`src/rtl/poly_eval_scheduler.sv`:
```
// Shared quadratic evaluator: R = A*X*X + B*X + C (mod 2^W),
// one ALU time-shared by NREQ round-robin requesters.
module poly_eval_scheduler #(
  parameter  int NREQ = 4,
  parameter  int W    = 8,
  localparam int IDW  = $clog2(NREQ)
) (
  input  logic                       clk,
  input  logic                       reset,
  input  logic [NREQ-1:0]            req_valid,
  input  logic [NREQ-1:0][W-1:0]     req_a,
  input  logic [NREQ-1:0][W-1:0]     req_b,
  input  logic [NREQ-1:0][W-1:0]     req_c,
  input  logic [NREQ-1:0][W-1:0]     req_x,
  output logic [NREQ-1:0]            req_ready,
  output logic                       rsp_valid,
  input  logic                       rsp_ready,
  output logic [W-1:0]               rsp_data,
  output logic [IDW-1:0]             rsp_id,
  output logic                       busy,
  output logic [15:0]                jobs_done
);

  typedef enum logic [2:0] {
    S_IDLE,
    S_MUL_AX,
    S_MUL_AXX,
    S_MUL_BX,
    S_ADD_B,
    S_ADD_C,
    S_RESP
  } state_t;

  state_t         state_q;
  state_t         state_d;

  logic [W-1:0]   ra;
  logic [W-1:0]   rb;
  logic [W-1:0]   rc;
  logic [W-1:0]   rx;
  logic [IDW-1:0] id_q;
  logic [IDW-1:0] rr_last;

  logic           grant_hit;
  logic [IDW-1:0] grant_id;
  logic [IDW-1:0] cand;
  logic           accept;

  logic [W-1:0]   alu_a;
  logic [W-1:0]   alu_b;
  logic           alu_mul;
  logic [W-1:0]   alu_y;

  // Round-robin search starting just after the last winner.
  always_comb begin
    grant_hit = 1'b0;
    grant_id  = '0;
    cand      = '0;
    for (int i = 1; i <= NREQ; i++) begin
      cand = IDW'((int'(rr_last) + i) % NREQ);
      if (!grant_hit && req_valid[cand]) begin
        grant_hit = 1'b1;
        grant_id  = cand;
      end
    end
  end

  assign accept = (state_q == S_IDLE) && grant_hit;

  // One-hot ready, only offered while the engine is idle.
  always_comb begin
    req_ready = '0;
    if (accept) begin
      req_ready[grant_id] = 1'b1;
    end
  end

  // State register.
  always_ff @(posedge clk) begin
    if (reset) begin
      state_q <= S_IDLE;
    end else begin
      state_q <= state_d;
    end
  end

  // Next-state: fixed five compute steps, then hold in RESP.
  always_comb begin
    state_d = state_q;
    case (state_q)
      S_IDLE:    if (accept) state_d = S_MUL_AX;
      S_MUL_AX:  state_d = S_MUL_AXX;
      S_MUL_AXX: state_d = S_MUL_BX;
      S_MUL_BX:  state_d = S_ADD_B;
      S_ADD_B:   state_d = S_ADD_C;
      S_ADD_C:   state_d = S_RESP;
      S_RESP:    if (rsp_ready) state_d = S_IDLE;
      default:   state_d = S_IDLE;
    endcase
  end

  // Operand select for the single shared ALU.
  always_comb begin
    alu_a   = ra;
    alu_b   = rx;
    alu_mul = 1'b1;
    case (state_q)
      S_MUL_BX: begin
        alu_a = rb;
      end
      S_ADD_B: begin
        alu_b   = rb;
        alu_mul = 1'b0;
      end
      S_ADD_C: begin
        alu_b   = rc;
        alu_mul = 1'b0;
      end
      default: ;
    endcase
  end

  assign alu_y = alu_mul ? alu_a * alu_b
                         : alu_a + alu_b;

  // Operand capture, ALU write-back, response and job counter.
  always_ff @(posedge clk) begin
    if (reset) begin
      ra        <= '0;
      rb        <= '0;
      rc        <= '0;
      rx        <= '0;
      id_q      <= '0;
      rr_last   <= IDW'(NREQ - 1);
      rsp_data  <= '0;
      rsp_id    <= '0;
      jobs_done <= '0;
    end else begin
      case (state_q)
        S_IDLE: begin
          if (accept) begin
            ra      <= req_a[grant_id];
            rb      <= req_b[grant_id];
            rc      <= req_c[grant_id];
            rx      <= req_x[grant_id];
            id_q    <= grant_id;
            rr_last <= grant_id;
          end
        end
        S_MUL_AX:  ra <= alu_y;
        S_MUL_AXX: ra <= alu_y;
        S_MUL_BX:  rb <= alu_y;
        S_ADD_B:   ra <= alu_y;
        S_ADD_C: begin
          rsp_data <= alu_y;
          rsp_id   <= id_q;
        end
        S_RESP: begin
          if (rsp_ready) begin
            jobs_done <= jobs_done + 16'd1;
          end
        end
        default: ;
      endcase
    end
  end

  assign rsp_valid = (state_q == S_RESP);
  assign busy      = (state_q != S_IDLE);

endmodule
```
`config.mk`:
```
export PLATFORM = sky130hd
export DESIGN_NAME = poly_eval_scheduler
export DESIGN_NICKNAME = d
export VERILOG_FILES = /design/src/rtl/poly_eval_scheduler.sv
export SDC_FILE = /design/constraint.sdc
export NUM_CORES = 1
export LEC_CHECK = 0
export ABC_CLOCK_PERIOD_IN_PS = 4270
export BUFFER_PORTS_ARGS = -buffer_cell sky130_fd_sc_hd__buf_2
export CAP_MARGIN = 30
export CORE_UTILIZATION = 47
export DETAILED_ROUTE_END_ITERATION = 16
export GPL_TIMING_DRIVEN = 0
export PLACE_DENSITY = 0.86
export SYNTH_ARGS = -nofsm -noshare
export SYNTH_HDL_FRONTEND = slang
export SYNTH_SLANG_ARGS = --single-unit
```
`constraint.sdc`:
```
create_clock -name clk -period 4.27 [get_ports clk]
set_input_delay 0 -clock clk [delete_from_list [all_inputs] [get_ports clk]]
set_output_delay 0 -clock clk [all_outputs]
set_load 0.1 [all_outputs]
```
==> results.sh <==
export IMPL_antenna_cells=0
export IMPL_hold_path_class="input pin to flip-flop"
export IMPL_die_width_um=105
export IMPL_end_kind="flip-flop"
export IMPL_dieArea_um2=11100
export IMPL_crit_chain="buf_6 > nand3b_4 > buf_12 > mux2i_4 > inv_2 > ha_4 > inv_2 > fa_1 > inv_2 > ha_4 > fa_1 > inv_1 > fa_2 > inv_2 > ha_4 > a21oi_4 > xnor2_2 > xnor2_1 > xnor3_1 > mux2i_1 > a221oi_2"
export IMPL_syn_inst=622
export IMPL_min_period_over_period_pct=108
export IMPL_final_nets=990
export IMPL_cts_tree="done"
export IMPL_avgSynthCellArea_um2=8.09
export IMPL_area_growth_pct=32.8
export IMPL_core_um2=10400
export IMPL_finClkSkew_ns=0.0102
export IMPL_syn_nets=794
export IMPL_routedWlPerCell_um=16.4
export IMPL_p_leak_nw=3.06
export IMPL_wirelength_mm=15.8
export IMPL_hold_start="req_x[11]"
export IMPL_p_per_area_nw_per_um2=350
export IMPL_portBuffers=165
export IMPL_period_needed_ns=4.60
export IMPL_grt_start_max_net_pins=12
export IMPL_synth_edf_count=0
export IMPL_drc=0
export IMPL_max_clock_path_buffers=2
export IMPL_synth_largest_area_cell="dfxtp_1"
export IMPL_hold_slack_ns=0.0808
export IMPL_clock_root_buffer="clkbuf_8"
export IMPL_clock_fmax_mhz=217
export IMPL_final_layout_size_suffix_gt1_share_pct=33.9
export IMPL_ioPinCount=167
export IMPL_cts_inserted_buffers=9
export IMPL_yosys_area_top_type_share_pct=25.9
export IMPL_via_per_inst=5.64
export IMPL_r2r_start="state_q[2]$_SDFFE_PP0P_"
export IMPL_grt_pass1_wl_mm=24.8
export IMPL_drt_initial_drc_count=324
export IMPL_seq_area_um2=1300
export IMPL_gp_congestion=0.940
export IMPL_path_buf_inv=7
export IMPL_place_hpwl_mm=12.2
export IMPL_clock_latency_ns=0.35
export IMPL_cp_max_fo=6
export IMPL_criticalPathCategory="flip-flop to flip-flop"
export IMPL_ys_warn_count=0
export IMPL_rows=37
export IMPL_critPathLaunch="state_q[2]$_SDFFE_PP0P_"
export IMPL_maxSlewViolCount=0
export IMPL_slew_headroom_pct=53.9
export IMPL_status="finished, violations left"
export IMPL_async_reset_ff_share_pct=0
export IMPL_seq_area_frac_synth_pct=25.9
export IMPL_failed_checks="negative setup slack"
export IMPL_path_delay_family="adder cells"
export IMPL_num_fill_cells=859
export IMPL_setup_ws_ns=-0.330
export IMPL_antenna_found_initial=0
export IMPL_syn_area_um2=5030
export IMPL_ys_seq_elements=65
export IMPL_synth_area_leaders="dfxtp_1 26%, nand2_1 6.9%, ha_1 6.0%, nor2_1 5.7%, mux4_2 5.4%"
export IMPL_grt_pass1_vias=5203
export IMPL_ys_top_cells_by_count="92 x nand2_1, 76 x nor2_1, 65 x dfxtp_1"
export IMPL_vias=5404
export IMPL_die_h_um=105
export IMPL_start_kind="flip-flop"
export IMPL_synth_ff_type="dfxtp_1"
export IMPL_crit_top_cell="inv_2"
export IMPL_start_util_pct=48.5
export IMPL_cts_sinks=65
export IMPL_cp_required_ns=4.49
export IMPL_clk_pin_slew_ns=0.08
export IMPL_cp_slowest_cell="fa_1"
export IMPL_grt_overflow=0
export IMPL_ant_nets=0
export IMPL_yosys_cell_count_top_type="nand2_1"
export IMPL_h_tree_depth=3
export IMPL_multiInputGateArea_um2=3580
export IMPL_tightest_slew_ns=0.691
export IMPL_grtUsageTotal_pct=28.4
export IMPL_power_mw=2.34
export IMPL_dr_pass1_iters=7
export IMPL_vdd_drop_max_mv=0.193
export IMPL_synthDistinctLibCells=56
export IMPL_rsz0062_at_grt="yes"
export IMPL_max_cap_violations=0
export IMPL_arrival_ns=4.82
export IMPL_setup_viol=2
export IMPL_finalHoldViolCount=0
export IMPL_crit_path_max_incr_delay_ns=0.53
## layout by cell type, fill, tap and decap left out, types with 3 or more instances in the layout
cell	n
mux2_2	6
mux2i_1	10
mux4_2	12
ha_1	19
nand4_1	5
a21oi_1	51
a221oi_1	5
inv_2	10
nor3_1	4
nand2_2	3
clkbuf_8	10
buf_2	169
a211oi_1	26
nand3_1	5
nand2b_1	3
clkbuf_1	25
buf_12	4
ha_4	5
a21o_1	6
a311oi_1	19
nand2_1	90
mux2i_4	7
fa_2	4
xnor2_1	17
o21ai_0	10
buf_6	5
fa_1	9
and2_1	19
inv_1	38
dfxtp_1	63
or3_1	4
buf_4	19
xor2_1	13
nor2_1	76
and2_0	4
## cell type report
cell class	count	share of cell area (%)
buffer	38	3.37
clock buffer	11	2.11
clock inverter	5	1.18
inverter	49	2.79
multi-input combinational	470	53.5
sequential	65	19.5
tap	136	2.54
timing repair buffer	185	15.0
## per-layer routing
layer	up-vias	wire length [um]	global-route usage, %
met2	295	7830	50.1
li1	2542	-	-
met4	0	642	13.0
met5	-	0	0
met1	2514	6180	33.2
met3	53	1120	5.44
## cell families after synthesis
family                     count (synthesis)  synth area share (%)
buffers and inverters                     87                  7.53
AOI/OAI and AO/OA                        134                  17.7
adders and majority gates                 37                  11.1
xor gates and xnor gates                  34                  6.19
muxes                                     39                  11.6
DFF                                       65                  25.9
and+or+nand+nor                          226                  20.0
## metrics by stage
stage	utilization, %	TNS, ns	std cells	cell area, um^2	setup WS [ns]
floorplan	-	-0.00766	622	5130	-0.00766
global placement	59.0	-0.617	923	6120	-0.362
detailed placement	59.0	-0.910	923	6120	-0.479
CTS	63.8	-0.879	955	6620	-0.494
global route	64.5	-0.826	959	6690	-0.435
finish	64.5	-0.531	959	6690	-0.330
## registers in the layout, indices dropped and copies added (netlist names), 3 cells and up
name	cells
jobs_done	16
ra	8
rb	8
rc	8
rsp_data	8
rx	8
state_q	3
## worst paths after layout
| check | end | slack (ns) | cells past startpoint |
|---|---|---|---|
| worst max-delay path | ra[7]$_SDFFE_PP0P_ | -0.33 | 21 |
| worst min-delay path | rx[3]$_SDFFE_PP0P_ | 0.08 | 5 |
| worst max register to register | ra[7]$_SDFFE_PP0P_ | -0.33 | 21 |
| worst min register to register | rsp_id[1]$_SDFFE_PP0N_ | 0.45 | 2 |
## report_power, final
part,internal (mW),total (mW),switching (mW)
clock network,0.344,0.596,0.252
registers,0.665,0.719,0.0535
logic,0.427,1.03,0.600
## tightest hold or removal path: stages
cell and delay, ns:
buf_2 0.09, nand2_1 0.05, a311oi_1 0.09, a21oi_1 0.12, nor2_1 0.04
## what timing repair did
item                       in CTS  in global routing
hold buffers                    1                  0
pin swaps                      18                 13
gates resized for setup        28                  7
hold endpoints to repair        3                  0
buffers inserted               15                  4
setup endpoints to repair       3                  4
(Power assumes the default switching activity.)
